**src/rtl/sram_bus_arbiter.sv**
```systemverilog
`default_nettype none
// ============================================================================
// Module      : sram_bus_arbiter
// Description : Shares the single downstream SRAM-bus port of mem2axi among
//               three read requesters (0 icache, 1 dcache, 2 lsu) and two
//               write requesters (0 dcache, 1 lsu). Reads and writes are
//               arbitrated independently, round-robin, one transaction
//               outstanding each. Reads that hit the line of a pending write
//               are held back.
// Ports       : clk, rst_n (async, active-high)
//               rq_*  : read requests in, rq_rdy / rs_* back to requesters
//               wq_*  : write requests in, wq_rdy back to requesters
//               ds_r_*/ds_re_* : downstream read channel
//               ds_w_* : downstream write channel
// Revision    : 1.0 - initial release
// ============================================================================
module sram_bus_arbiter #(
    parameter int LINE_OFF = 5
) (
    input  logic         clk,
    input  logic         rst_n,
    input  logic [2:0]   rq_req,
    input  logic [95:0]  rq_addr,
    input  logic [17:0]  rq_type,
    output logic [2:0]   rq_rdy,
    output logic [255:0] rs_data,
    output logic [2:0]   rs_valid,
    input  logic         r0_abort,
    input  logic [1:0]   wq_req,
    input  logic [63:0]  wq_addr,
    input  logic [11:0]  wq_type,
    input  logic [31:0]  wq_strb,
    input  logic [511:0] wq_data,
    output logic [1:0]   wq_rdy,
    output logic         ds_r_req,
    output logic [31:0]  ds_r_addr,
    output logic [5:0]   ds_r_type,
    input  logic         ds_r_rdy,
    input  logic [255:0] ds_re_data,
    input  logic         ds_re_valid,
    output logic         ds_w_req,
    output logic [31:0]  ds_w_addr,
    output logic [5:0]   ds_w_type,
    output logic [15:0]  ds_w_strb,
    output logic [255:0] ds_w_data,
    input  logic         ds_w_rdy
);

    typedef enum logic [1:0] {R_IDLE = 2'd0, R_REQ = 2'd1, R_RESP = 2'd2} r_state_t;
    typedef enum logic [0:0] {W_IDLE = 1'b0, W_REQ = 1'b1} w_state_t;

    r_state_t    r_rstate;
    w_state_t    r_wstate;
    logic [1:0]  r_rg;
    logic [1:0]  r_rr_r;
    logic        r_wg;
    logic        r_rr_w;
    logic        r_abort;

    // ------------------------------------------------------------------
    // Read-after-write hazard: a read is held while its line matches the
    // in-flight write, or any requesting write while the write side idles
    // (that write may be granted in the same cycle as the read).
    // ------------------------------------------------------------------
    logic [2:0] w_rd_blk;

    generate
        for (genvar i = 0; i < 3; i++) begin : g_rd_hazard
            logic [31:0] w_ra;
            assign w_ra = rq_addr[32*i +: 32];
            assign w_rd_blk[i] =
                ((r_wstate == W_REQ) && (w_ra[31:LINE_OFF] == ds_w_addr[31:LINE_OFF])) ||
                ((r_wstate == W_IDLE) &&
                 ((wq_req[0] && (w_ra[31:LINE_OFF] == wq_addr[31:LINE_OFF])) ||
                  (wq_req[1] && (w_ra[31:LINE_OFF] == wq_addr[63:32+LINE_OFF]))));
        end
    endgenerate

    // ------------------------------------------------------------------
    // Read round-robin: first candidate at or after r_rr_r, wrapping 2->0.
    // Candidate vector is padded to 4 bits so any 2-bit index is in range.
    // ------------------------------------------------------------------
    logic [3:0]  w_r_cand;
    logic [2:0]  w_r_idx;
    logic        w_r_found;
    logic [1:0]  w_r_pick;
    logic [31:0] w_r_sel_addr;
    logic [5:0]  w_r_sel_type;

    assign w_r_cand = {1'b0, rq_req & ~w_rd_blk};

    always_comb begin
        w_r_found = 1'b0;
        w_r_pick  = 2'd0;
        w_r_idx   = 3'd0;
        for (int k = 0; k < 3; k++) begin
            w_r_idx = {1'b0, r_rr_r} + 3'(k);
            if (w_r_idx >= 3'd3) w_r_idx = w_r_idx - 3'd3;
            if (!w_r_found && w_r_cand[w_r_idx[1:0]]) begin
                w_r_found = 1'b1;
                w_r_pick  = w_r_idx[1:0];
            end
        end
    end

    always_comb begin
        case (w_r_pick)
            2'd1:    begin w_r_sel_addr = rq_addr[63:32]; w_r_sel_type = rq_type[11:6];  end
            2'd2:    begin w_r_sel_addr = rq_addr[95:64]; w_r_sel_type = rq_type[17:12]; end
            default: begin w_r_sel_addr = rq_addr[31:0];  w_r_sel_type = rq_type[5:0];   end
        endcase
    end

    // Write round-robin over two ports.
    logic w_w_pick;
    assign w_w_pick = wq_req[r_rr_w] ? r_rr_w : ~r_rr_w;

    // ------------------------------------------------------------------
    // Read-side handshakes. A response may arrive together with the
    // downstream accept, in which case both pulses go out together.
    // ------------------------------------------------------------------
    logic w_r_acc;
    logic w_r_resp;
    logic w_abort_now;

    assign w_r_acc     = (r_rstate == R_REQ) && ds_r_rdy;
    assign w_r_resp    = ((r_rstate == R_RESP) || w_r_acc) && ds_re_valid;
    // An abort arriving in the response cycle itself must also suppress it.
    assign w_abort_now = r_abort || (r0_abort && (r_rg == 2'd0));

    assign rq_rdy   = w_r_acc ? (3'b001 << r_rg) : 3'b000;
    assign rs_valid = (w_r_resp && !((r_rg == 2'd0) && w_abort_now)) ? (3'b001 << r_rg) : 3'b000;
    assign rs_data  = w_r_resp ? ds_re_data : 256'd0;
    assign wq_rdy   = ((r_wstate == W_REQ) && ds_w_rdy) ? (2'b01 << r_wg) : 2'b00;

    // ------------------------------------------------------------------
    // Read FSM
    // ------------------------------------------------------------------
    always_ff @(posedge clk or posedge rst_n) begin
        if (rst_n) begin
            r_rstate  <= R_IDLE;
            r_rg      <= 2'd0;
            r_rr_r    <= 2'd0;
            r_abort   <= 1'b0;
            ds_r_req  <= 1'b0;
            ds_r_addr <= 32'd0;
            ds_r_type <= 6'd0;
        end else begin
            case (r_rstate)
                R_IDLE: begin
                    r_abort <= 1'b0;
                    if (w_r_found) begin
                        r_rg      <= w_r_pick;
                        ds_r_addr <= w_r_sel_addr;
                        ds_r_type <= w_r_sel_type;
                        ds_r_req  <= 1'b1;
                        r_rstate  <= R_REQ;
                    end
                end
                R_REQ: begin
                    if (r0_abort && (r_rg == 2'd0)) r_abort <= 1'b1;
                    if (ds_r_rdy) begin
                        ds_r_req <= 1'b0;
                        r_rr_r   <= (r_rg == 2'd2) ? 2'd0 : r_rg + 2'd1;
                        if (ds_re_valid) begin
                            r_abort  <= 1'b0;
                            r_rstate <= R_IDLE;
                        end else begin
                            r_rstate <= R_RESP;
                        end
                    end
                end
                R_RESP: begin
                    if (r0_abort && (r_rg == 2'd0)) r_abort <= 1'b1;
                    if (ds_re_valid) begin
                        r_abort  <= 1'b0;
                        r_rstate <= R_IDLE;
                    end
                end
                default: r_rstate <= R_IDLE;
            endcase
        end
    end

    // ------------------------------------------------------------------
    // Write FSM
    // ------------------------------------------------------------------
    always_ff @(posedge clk or posedge rst_n) begin
        if (rst_n) begin
            r_wstate  <= W_IDLE;
            r_wg      <= 1'b0;
            r_rr_w    <= 1'b0;
            ds_w_req  <= 1'b0;
            ds_w_addr <= 32'd0;
            ds_w_type <= 6'd0;
            ds_w_strb <= 16'd0;
            ds_w_data <= 256'd0;
        end else begin
            case (r_wstate)
                W_IDLE: begin
                    if (|wq_req) begin
                        r_wg      <= w_w_pick;
                        ds_w_addr <= w_w_pick ? wq_addr[63:32]    : wq_addr[31:0];
                        ds_w_type <= w_w_pick ? wq_type[11:6]     : wq_type[5:0];
                        ds_w_strb <= w_w_pick ? wq_strb[31:16]    : wq_strb[15:0];
                        ds_w_data <= w_w_pick ? wq_data[511:256]  : wq_data[255:0];
                        ds_w_req  <= 1'b1;
                        r_wstate  <= W_REQ;
                    end
                end
                W_REQ: begin
                    if (ds_w_rdy) begin
                        ds_w_req <= 1'b0;
                        r_rr_w   <= ~r_wg;
                        r_wstate <= W_IDLE;
                    end
                end
                default: r_wstate <= W_IDLE;
            endcase
        end
    end

endmodule
`default_nettype wire

```
**config.mk**
```make
export PLATFORM = sky130hd
export DESIGN_NAME = sram_bus_arbiter
export DESIGN_NICKNAME = d
export VERILOG_FILES = /design/src/rtl/sram_bus_arbiter.sv
export SDC_FILE = /design/constraint.sdc
export NUM_CORES = 1
export LEC_CHECK = 0
export ABC_AREA = 0
export CAP_MARGIN = 10
export CELL_PAD_IN_SITES_DETAIL_PLACEMENT = 1
export CELL_PAD_IN_SITES_GLOBAL_PLACEMENT = 2
export CORE_AREA = 2 2 625 627
export DETAILED_ROUTE_END_ITERATION = 12
export DIE_AREA = 0 0 627 629
export PLACE_DENSITY_LB_ADDON = 0.05
export SYNTH_ARGS = -nofsm -noshare
export SYNTH_HDL_FRONTEND = slang
export SYNTH_SLANG_ARGS = --single-unit
```
**constraint.sdc**
```tcl
create_clock -name clk -period 32.8 [get_ports clk]
set_input_delay 3.28 -clock clk [delete_from_list [all_inputs] [get_ports clk]]
set_output_delay 3.28 -clock clk [all_outputs]
set_load 0.05 [all_outputs]
```
* Word-level counts from Yosys, hierarchy flattened
Index checks and enable logic that the tools add are counted.
** Operators by class
- Add/subtract/negate cells :: 6
- Multipliers :: 0
- Div/mod/pow operators :: 0
- Magnitude comparators :: 7
- Equal/unequal tests :: 19
- Shift-type cells :: 2
- Multiplexer cells :: 47
- Bitwise logic cells :: 5
- Reductions and logical operators :: 43
** Operator list (number)
- 256-bit two-way mux :: 2
- 27-bit equality test :: 9
- 32-bit one-hot mux with 2 select lines :: 1
- 32-bit two-way mux :: 1
- 2-bit two-way mux :: 12
- 1-bit logical AND :: 20
- 1-bit two-way mux :: 18
- 16-bit two-way mux :: 1
- 6-bit one-hot mux with 2 select lines :: 1
- 2-bit AND reduction :: 5
- 2-bit by 3-bit < comparator with 1-bit output, second input constant :: 3
- 1-bit logical OR :: 8
- 2-bit inequality test, second input constant :: 4
- 1-bit binary-select mux with 2-bit select :: 3
- 2-bit equality test, second input constant :: 3
- 3-bit by 2-bit greater-or-equal comparator with 1-bit output, second input constant :: 2
- 3-bit two-way mux :: 2
- 6-bit two-way mux :: 1
- 1-bit one-hot mux with 2 select lines :: 3
- 2-bit one-hot mux with 3 select lines :: 1
- 3-bit AND reduction :: 2
- 2-bit subtractor, second input constant :: 3
- 2-bit by 1-bit equality test with 1-bit output, second input constant :: 2
- 2-bit logical NOT :: 2
- 16 further kinds :: 20
** Storage, ports and cells
- Flip-flop bits (word level) :: 360
- Latch bits :: 0
- RAM bits :: 0
- ROM bits :: 0
- Input bits :: 1001
- Output and inout port bits :: 614
- Logic and storage cells :: 144
- Memories kept :: 0

* Longest topological paths before layout
Gate-level depths: netlist of run 1.
- Word-level depth :: 18
- Depth in mapped cells :: 16
- Gate-level depth less buffers :: 14

* Least setup slack after synthesis of run 1
OpenSTA, ideal clock, no wires.
- Kind :: input to output
- Start :: input port ds_r_rdy
- End :: output port rs_data[100]
- Data arrival time :: 4.660 ns
- Required time :: 29.520 ns
- Path slack :: 24.860 ns
- Stages :: 5
- Buffers on the path :: 2
- Cells stage by stage :: nand2_1 a21boi_0 clkbuf_1 clkbuf_1 and2_1
** On the way
- Longest elaborated chain between the ends :: 4
** RTL lines
- from (decl) :: line 38 : input logic ds_r_rdy,
- 1-bit logical AND :: line 126 : assign w_r_acc = (r_rstate == R_REQ) && ds_r_rdy;
- 1-bit logical OR :: line 127 : assign w_r_resp = ((r_rstate == R_RESP) || w_r_acc) && ds_re_valid;
- 1-bit logical AND :: line 127
- 256-bit two-way mux :: line 133 : assign rs_data = w_r_resp ? ds_re_data : 256'd0;
- to (decl) :: line 26 : output logic [255:0] rs_data,
Every way passes these cells.

* Worst setup path after layout of run 1
- Start :: input port ds_r_rdy
- End :: output port rs_data[125]
The elaborated chain is that of the path after synthesis.

==> results_dict.tcl, run 1 <==
set metrics [dict create \
    status "complete, no violations" \
    rsz0062_at_grt "no" \
    synth_top_area_cell "dfrtp_1" \
    p_leak_nw 16.9 \
    post_cts_buffers 0 \
    ys_async_sr_fraction 1.00 \
    drc 0 \
    synth_edf_count 0 \
    worstRegToRegCells 8 \
    numPortBuffers 1614 \
    yosysUniqueCellTypes 41 \
    grt-ovfl-total 0 \
    post-dp-hpwl_um 241000 \
    cts.sinks 360 \
    yosys.area.top_type_share 0.425 \
    synth_area_per_cell_um2 9.21 \
    root_buffer "clkbuf_16" \
    postCtsResizedCells 0 \
    hold_depth 2 \
    avgRoutedWirePerCell_um 30.4 \
    power.density_nw_per_um2 74.5 \
    power.share.clock 0.225 \
    setup-violations-final 0 \
    ant_nets 0 \
    maxCapViolCount 0 \
    drive_above_1_share 0.0358 \
    layout.nets 4868 \
    core_area_um2 388000 \
    p_int_mw 1.65 \
    combPwrFrac 0.576 \
    post_drt_via_cell_ratio 2.68 \
    grt_max_degree 170 \
    grt_use_total 0.137 \
    seq_area_frac_synth 0.425 \
    worst_slack_ps 22380 \
    ios 1615 \
    ys_seq_elements 360 \
    max-clock-path-buffers 4 \
    synth_area_um2 21200 \
    dr_total_vias 24489 \
    tightest_slew_ps 1090 \
    htree_levels 3 \
    regToRegSetupSlack_ps 26880 \
    finalCriticalPeriod_ps 10420 \
    fp.dieW_um 627 \
    synth-main-ff-cell "dfrtp_1" \
    seq_power_share 0.199 \
    reg2reg_from "r_wstate$_DFF_PP0_" \
    ir_drop_mv 0.0338 \
    yosys-top-cells-count "dfrtp_1, nand2_1, o21ai_0, mux2i_1, and2_1" \
    crit_fanout 94 \
    p_switching_mw 1.77 \
    report.power.total_mw 3.42 \
    syn_inst 2301 \
    rows 229 \
    switching_share 0.517 \
    postCtsHoldBufs 0 \
    area_delta_synth_final_pct 116 \
    crit_required_ps 29520 \
    die_height_um 629 \
    holdWs_ps 476 \
    clkSlewWorstSetupHoldPaths_ps 50 \
    crit_path_end_kind "output pin" \
    max_freq_mhz 96.0 \
    wl_um 278000 \
    startpoint_type "primary input" \
    synthesis.nets 3310 \
    antenna_found_initial 306 \
    hold_violations 0 \
    utilization 0.118 \
    grt_pass1_vias 25889 \
    holdPathEnd "ds_w_data[43]$_DFFE_PP0P_" \
    synthTopCellsByArea "dfrtp_1, mux2i_1, xnor2_1" \
    skew_ps 64.4 \
    worst_ep_arrival_time_ps 7140 \
    dieArea_um2 394000 \
    holdCritStartpoint "ds_w_data[43]$_DFFE_PP0P_" \
    cts_buffers 72 \
    hold_class "reg -> reg" \
    grt_pass1_wl_um 341000 \
    cts_tree "built" \
    relSlewSlack 0.271 \
    clk_latency_ps 800 \
    initial_core_util 0.0547 \
    pre_cts_slack_ps 22330 \
    firstDrtPassIters 4 \
    min_period_over_period 0.318 \
    yosysMostFrequentCell "dfrtp_1" \
    critPathKind "in -> out" \
    yosysWarnings 0 \
    drv_slew 0 \
    tns_ps 0 \
    reg2reg_to "ds_w_data[195]$_DFFE_PP0P_" \
    place_congestion 0.821 \
    drt_iter0_drc 772 \
]
==> critical path, stage by stage <==
cell,delay [ps]
clkdlybuf4s50_1,540
nand2_1,220
a21boi_4,220
buf_4,580
buf_4,890
and2_1,240
clkdlybuf4s50_1,1030
==> cells by family after synthesis <==
logic type	after synthesis	synth area share
AO/OA/AOI/OAI	459	0.117
multiplexers	311	0.147
adder cells (fa/ha/maj)	9	0.00520
flip-flops	360	0.425
XOR/XNOR	243	0.100
buffers and inverters	169	0.0319
AND/OR/NAND/NOR	750	0.174
==> metal layers <==
layer	global-route usage	share of wire	vias to the layer above	wire, µm
li1	-	-	10996	-
met1	0.147	0.37	11498	103000
met2	0.252	0.51	1306	142000
met3	0.0572	0.095	585	26400
met4	0.0169	0.020	104	5450
met5	0	0.0023	-	652
==> stage by stage <==
stage	instance area, µm²	instances
2_1_floorplan	21200	2301
3_3_place_gp	43500	8982
3_5_place_dp	43500	8982
4_1_cts	45800	9103
5_1_grt	45800	9107
6_report	45800	9132
==> layout by cell type (no fill, tap or decap), types with 2 or more instances in the layout <==
master              n
nor3_1              7
clkbuf_1           23
nor2_1             48
o21ai_1            10
and2_1            257
inv_1              11
xnor2_1           207
clkinv_2            5
ha_1                6
nand2_1           355
a22oi_1            41
clkbuf_8           14
o211ai_1            5
a21boi_0            2
diode_2            29
nand4_1            57
buf_4              29
a21o_1              5
a21oi_1            41
clkdlybuf4s50_1  1609
nand2b_1            2
clkbuf_16          73
mux2i_1           310
buf_12              3
dfrtp_1           360
o21ai_0           344
xor2_1             36
o21a_1              2
bufinv_16           2
nor4_1             18
==> flip-flops by register name (all words and copies together) (netlist names), 2 cells and up <==
name	flops
ds_r_addr	32
ds_r_type	6
ds_w_addr	32
ds_w_data	256
ds_w_strb	16
ds_w_type	6
r_rg	2
r_rr_r	2
r_rstate	2
==> worst max-delay path by stage <==
stage	startpoint	to	slack, ps	depth (start not counted)
after CTS	ds_r_rdy	rs_data[125]	22320	7
after global placement	ds_r_rdy	rs_data[125]	22340	7
after floorplan	rst_n	ds_r_addr[0]$_DFFE_PP0P_	19530	1
after global routing	ds_r_rdy	rs_data[125]	22210	7
after detailed placement	ds_r_rdy	rs_data[125]	22330	7
final	ds_r_rdy	rs_data[125]	22380	7
==> power groups by stage <==
stage,clock network [mW],registers (mW),logic [mW]
4_1_cts,0.831,0.688,2.04
3_3_place_gp,0,0.690,2.05
2_1_floorplan,0,1.11,0.637
6_report,0.768,0.681,1.97
5_1_grt,0.833,0.704,2.10
3_5_place_dp,0,0.692,2.03
==> final cells by class <==
class / count / area [µm²]
clock buffer: 110 / 2110
multi-input combinational: 1772 / 11600
inverter: 12 / 52.6
antenna: 29 / 72.6
tap: 5197 / 6500
fill: 45239 / 342000
sequential: 360 / 9010
timing repair buffer: 1641 / 16400
clock inverter: 11 / 148
No activity file was read; power rests on OpenSTA's default activity.
==> run 2, diff against run 1 <==
--- a/config.mk
+++ b/config.mk
@@ -9,9 +9,9 @@
 export CAP_MARGIN = 10
 export CELL_PAD_IN_SITES_DETAIL_PLACEMENT = 1
 export CELL_PAD_IN_SITES_GLOBAL_PLACEMENT = 2
-export CORE_AREA = 2 2 625 627
+export CORE_AREA = 2 2 623 625
 export DETAILED_ROUTE_END_ITERATION = 12
-export DIE_AREA = 0 0 627 629
+export DIE_AREA = 0 0 625 627
 export PLACE_DENSITY_LB_ADDON = 0.05
 export SYNTH_ARGS = -nofsm -noshare
 export SYNTH_HDL_FRONTEND = slang
==> constraint.sdc (replaced) <==
create_clock -name clk -period 10.54 [get_ports clk]
set_input_delay 1.054 -clock clk [delete_from_list [all_inputs] [get_ports clk]]
set_output_delay 1.054 -clock clk [all_outputs]
set_load 0.05 [all_outputs]
==> results_dict.tcl, run 2 (synthesized netlist as in run 1, its figures left out) <==
set metrics [dict create \
    area_delta_synth_final_pct 117 \
    holdCritStartpoint "ds_w_data[109]$_DFFE_PP0P_" \
    min_period_over_period 0.535 \
    clkSlewWorstSetupHoldPaths_ps 50 \
    cpLargestDelayFamily "buffers and inverters" \
    layout_commonest_cell "clkdlybuf4s50_1" \
    grt_max_degree 257 \
    layout.nets 4872 \
    numPortBuffers 1614 \
    stdcell_area_um2 45900 \
    crit_fanout 256 \
    maxCapViolCount 0 \
    cts.sinks 360 \
    ant_nets 0 \
    finalCriticalPeriod_ps 5640 \
    top_regs "ds_w_data: 256 flops, ds_r_addr: 32 flops, ds_w_addr: 32 flops" \
    initial_core_util 0.0551 \
    fp.dieW_um 625 \
    reg2reg_to "ds_r_addr[7]$_DFFE_PP0P_" \
    path_depth 6 \
    antenna_found_initial 272 \
    rows 228 \
    avgRoutedWirePerCell_um 30.6 \
    cp_num_buf_inv 3 \
    hold_depth 2 \
    startpoint_type "primary input" \
    ir_drop_mv 0.165 \
    holdPathEnd "ds_w_data[109]$_DFFE_PP0P_" \
    grt_pass1_vias 26107 \
    cts_tree "built" \
    place_congestion 0.766 \
    top_register "ds_w_data" \
    wl_um 275000 \
    postCtsResizedCells 0 \
    drt_iter0_drc 842 \
    worstRegToRegCells 13 \
    setup-violations-final 0 \
    placed_area_um2 43400 \
    cts_buffers 76 \
    postCtsHoldBufs 0 \
    drv_slew 0 \
    hold_class "reg -> reg" \
    clk_latency_ps 790 \
    tightest_slew_ps 1090 \
    crit_chain "clkdlybuf4s50_1 -> nand2_1 -> a21boi_4 -> buf_12 -> and2_1 -> clkdlybuf4s50_1" \
    firstDrtPassIters 4 \
    grt_pass1_wl_um 336000 \
    p_leak_nw 17.0 \
    post-dp-hpwl_um 237000 \
    worst_ep_arrival_time_ps 4580 \
    largest_reg_flops 256 \
    post_drt_via_cell_ratio 2.70 \
    reg2reg_from "ds_w_addr[27]$_DFFE_PP0P_" \
    critPathKind "in -> out" \
    tns_ps 0 \
    post_cts_buffers 0 \
    htree_levels 3 \
    grt-ovfl-total 0 \
    drc 0 \
    power.density_nw_per_um2 237 \
    grt_use_total 0.135 \
    regToRegSetupSlack_ps 6090 \
    final_cell_mix "clkdlybuf4s50_1, dfrtp_1, nand2_1" \
    rsz0062_at_grt "no" \
    status "complete, no violations" \
    crit_required_ps 9490 \
    hold_violations 0 \
    dr_total_vias 24349 \
    relSlewSlack 0.274 \
    die_height_um 627 \
    critPathMaxStageDelay_ps 920 \
    ios 1615 \
    crit_path_end_kind "output pin" \
    slowest_stage "clkdlybuf4s50_1" \
    max-clock-path-buffers 4 \
    utilization 0.119 \
    root_buffer "clkbuf_16" \
    drive_above_1_share 0.0386 \
    skew_ps 75.4 \
    path_common_cell "clkdlybuf4s50_1" \
    core_area_um2 385000 \
    max_freq_mhz 177 \
    dieArea_um2 392000 \
]
## run 2: cell type report
cell class | instances | area [µm²]
diodes | 38 | 95.1
well taps | 5060 | 6330
flip-flops and latches | 360 | 9010
multi-input cells | 1772 | 11600
fillers | 44788 | 339000
inverters | 12 | 48.8
repair buffers | 1641 | 16400
clock inverters | 19 | 255
clock buffers | 111 | 2210
## run 2: worst reg2reg max path, cell delays in order, from the launching register on
cell and delay (ps):
dfrtp_1 610, xor2_1 190, nor4_1 910, nand4_1 180, o211ai_1 300, maj3_1 270, o21ai_0 190, inv_1 120
ha_2 520, buf_4 510, a22oi_1 230, nor2_1 130, a21oi_1 50, o21ai_0 170
## run 2: per-stage QoR
stage | std cells | power [mW] | setup slack, ps | hold WS (ps)
finish | 9013 | 10.9 | 4900 | 475
global route | 8983 | 11.5 | 4900 | 494
CTS | 8975 | 11.3 | 5050 | 481
detailed placement | 8845 | 8.52 | 4480 | 469
global placement | 8845 | 8.56 | 4480 | 464
floorplan | 2301 | 5.44 | 4660 | 451
## run 2: layer usage
metal	track usage	share of wire	routed length, µm
met4	0.0158	0.019	5190
met2	0.243	0.50	138000
met1	0.154	0.40	109000
met3	0.0528	0.082	22700
met5	0	0.0024	666
## run 2: worst max-delay path by stage
stage | end | slack, ps | startpoint
after floorplan | ds_r_addr[0]$_DFFE_PP0P_ | 4660 | rst_n
after global placement | ds_r_addr[7]$_DFFE_PP0P_ | 4480 | rq_addr[23]
final | rs_data[109] | 4900 | ds_r_rdy
after detailed placement | ds_r_addr[7]$_DFFE_PP0P_ | 4480 | rq_addr[23]
after CTS | rs_data[111] | 5050 | ds_r_rdy
after global routing | rs_data[105] | 4900 | ds_r_rdy
## run 2: power breakdown
group	internal (mW)	leakage [nW]	switching [mW]	total, mW
clock network	1.55	1.21	1.02	2.57
registers	1.80	4.45	0.333	2.13
logic	1.92	11.3	4.25	6.16
==> run 3, diff against run 2 <==
==> constraint.sdc (replaced) <==
create_clock -name clk -period 5.3 [get_ports clk]
set_input_delay 0.53 -clock clk [delete_from_list [all_inputs] [get_ports clk]]
set_output_delay 0.53 -clock clk [all_outputs]
set_load 0.05 [all_outputs]
==> results_dict.tcl, run 3 (synthesized netlist as in run 1, its figures left out) <==
set metrics [dict create \
    status "complete, no violations" \
    grt_util_met2 0.245 \
    largest_reg_flops 256 \
    worst_ep_arrival_time_ps 4070 \
    relSlewSlack 0.299 \
    skew_ps 94.3 \
    postCtsHoldBufs 0 \
    max-clock-path-buffers 4 \
    grt-ovfl-total 0 \
    final_cell_mix "clkdlybuf4s50_1, dfrtp_1, nand2_1" \
    gr-usage-met3 0.0627 \
    rows 228 \
    critPathKind "reg -> out" \
    place_congestion 0.757 \
    fp.dieW_um 625 \
    post_cts_buffers 0 \
    n_fill_cell 44779 \
    ios 1615 \
    layout_commonest_cell "clkdlybuf4s50_1" \
    tightest_slew_ps 1050 \
    finalCriticalPeriod_ps 4600 \
    drc 0 \
    core_area_um2 385000 \
    firstDrtPassIters 4 \
    grt_busiest_layer "met2" \
    post_drt_via_cell_ratio 2.70 \
    multi_input_area_um2 11600 \
    crit_required_ps 4770 \
    post-dp-hpwl_um 241000 \
    power.density_nw_per_um2 469 \
    crit_chain "inv_1 -> ha_1 -> nand2_1 -> a21boi_4 -> buf_4 -> and2_1 -> clkdlybuf4s50_1" \
    htree_levels 3 \
    drt_iter0_drc 811 \
    cts.sinks 360 \
    avgRoutedWirePerCell_um 30.7 \
    cts_buffers 73 \
    ir_drop_mv 0.204 \
    maxCapViolCount 0 \
    initial_core_util 0.0551 \
    clk_latency_ps 810 \
    hold_violations 0 \
    drive_above_1_share 0.0500 \
    startpoint_type "register" \
    critPathMaxStageDelay_ps 1130 \
    postCtsResizedCells 0 \
    top_register "ds_w_data" \
    crit_fanout 38 \
    numPortBuffers 1614 \
    slowest_stage "clkdlybuf4s50_1" \
    report.power.total_mw 21.7 \
    antenna_found_initial 241 \
    die_height_um 627 \
    root_buffer "clkbuf_16" \
    dr_total_vias 24441 \
    area_delta_synth_final_pct 118 \
    dieArea_um2 392000 \
    min_period_over_period 0.869 \
    max_freq_mhz 217 \
    clkSlewWorstSetupHoldPaths_ps 70 \
    p_leak_nw 17.2 \
    regArea_um2 9010 \
    grt_pass1_wl_um 338000 \
    layout.nets 4921 \
    grt_pass1_vias 26187 \
    cts_tree "built" \
    crit_path_end_kind "output pin" \
    drv_slew 0 \
    hold_class "in -> async" \
    grt_max_degree 141 \
    grt_use_total 0.136 \
    rsz0062_at_grt "no" \
    grt_use_met1 0.149 \
    top_regs "ds_w_data: 256 flops, ds_r_addr: 32 flops, ds_w_addr: 32 flops" \
    setup-violations-final 0 \
    ant_nets 0 \
    wl_um 277000 \
    utilization 0.120 \
]
-- run 3: stage by stage --
stage	cell area, µm²	cells	hold slack, ps	TNS [ps]	setup WS (ps)
after detailed placement	43900	8897	470	0	290
after CTS	46200	9017	87.7	0	584
final	46300	9040	163	0	696
after floorplan	21200	2301	451	-20260	-56.3
after global placement	43900	8897	463	0	170
after global routing	46200	9018	162	0	461
-- run 3: path summary, 6_finish.rpt --
check	start	end	slack, ps	depth (start not counted)
min in group clk	wq_data[329]	ds_w_data[73]$_DFFE_PP0P_	360	3
max reg2reg	ds_w_addr[11]$_DFFE_PP0P_	ds_r_addr[8]$_DFFE_PP0P_	1150	14
max	r_rstate[1]$_DFFE_PP0P_	rs_data[229]	700	7
max in group asynchronous	rst_n	ds_w_addr[11]$_DFFE_PP0P_	3640	4
min reg2reg	ds_w_data[164]$_DFFE_PP0P_	ds_w_data[164]$_DFFE_PP0P_	480	2
min	rst_n	ds_w_data[59]$_DFFE_PP0P_	160	2
-- run 3: routing by layer --
layer  part of all wire  vias up  routed length, µm
li1                   -    11090                  -
met1               0.38    11589             106000
met2               0.50     1170             139000
met3              0.099      502              27400
met4              0.018       90               4930
met5             0.0020        -                568
-- run 3: power by group --
| part | internal, mW | total (mW) | switching (mW) |
|---|---|---|---|
| sequential | 3.57 | 4.27 | 0.695 |
| clock | 2.91 | 4.85 | 1.95 |
| combinational | 3.95 | 12.6 | 8.62 |
-- run 3: area by class of cell --
class / instances / area share
Antenna cell: 23 / 0.00124
Clock buffer: 109 / 0.0470
Clock inverter: 11 / 0.00289
Inverter: 12 / 0.00106
Multi-Input combinational cell: 1772 / 0.250
Sequential cell: 360 / 0.195
Tap cell: 5060 / 0.137
Timing Repair Buffer: 1693 / 0.366
-- run 3: worst max-delay path: cells and delay by family (launching register included) --
kind,cells,cell delay (ps)
buffers and inverters,3,1670
flip-flops,1,410
AO/OA/AOI/OAI,1,550
AND/OR/NAND/NOR,2,430
adder cells (fa/ha/maj),1,200
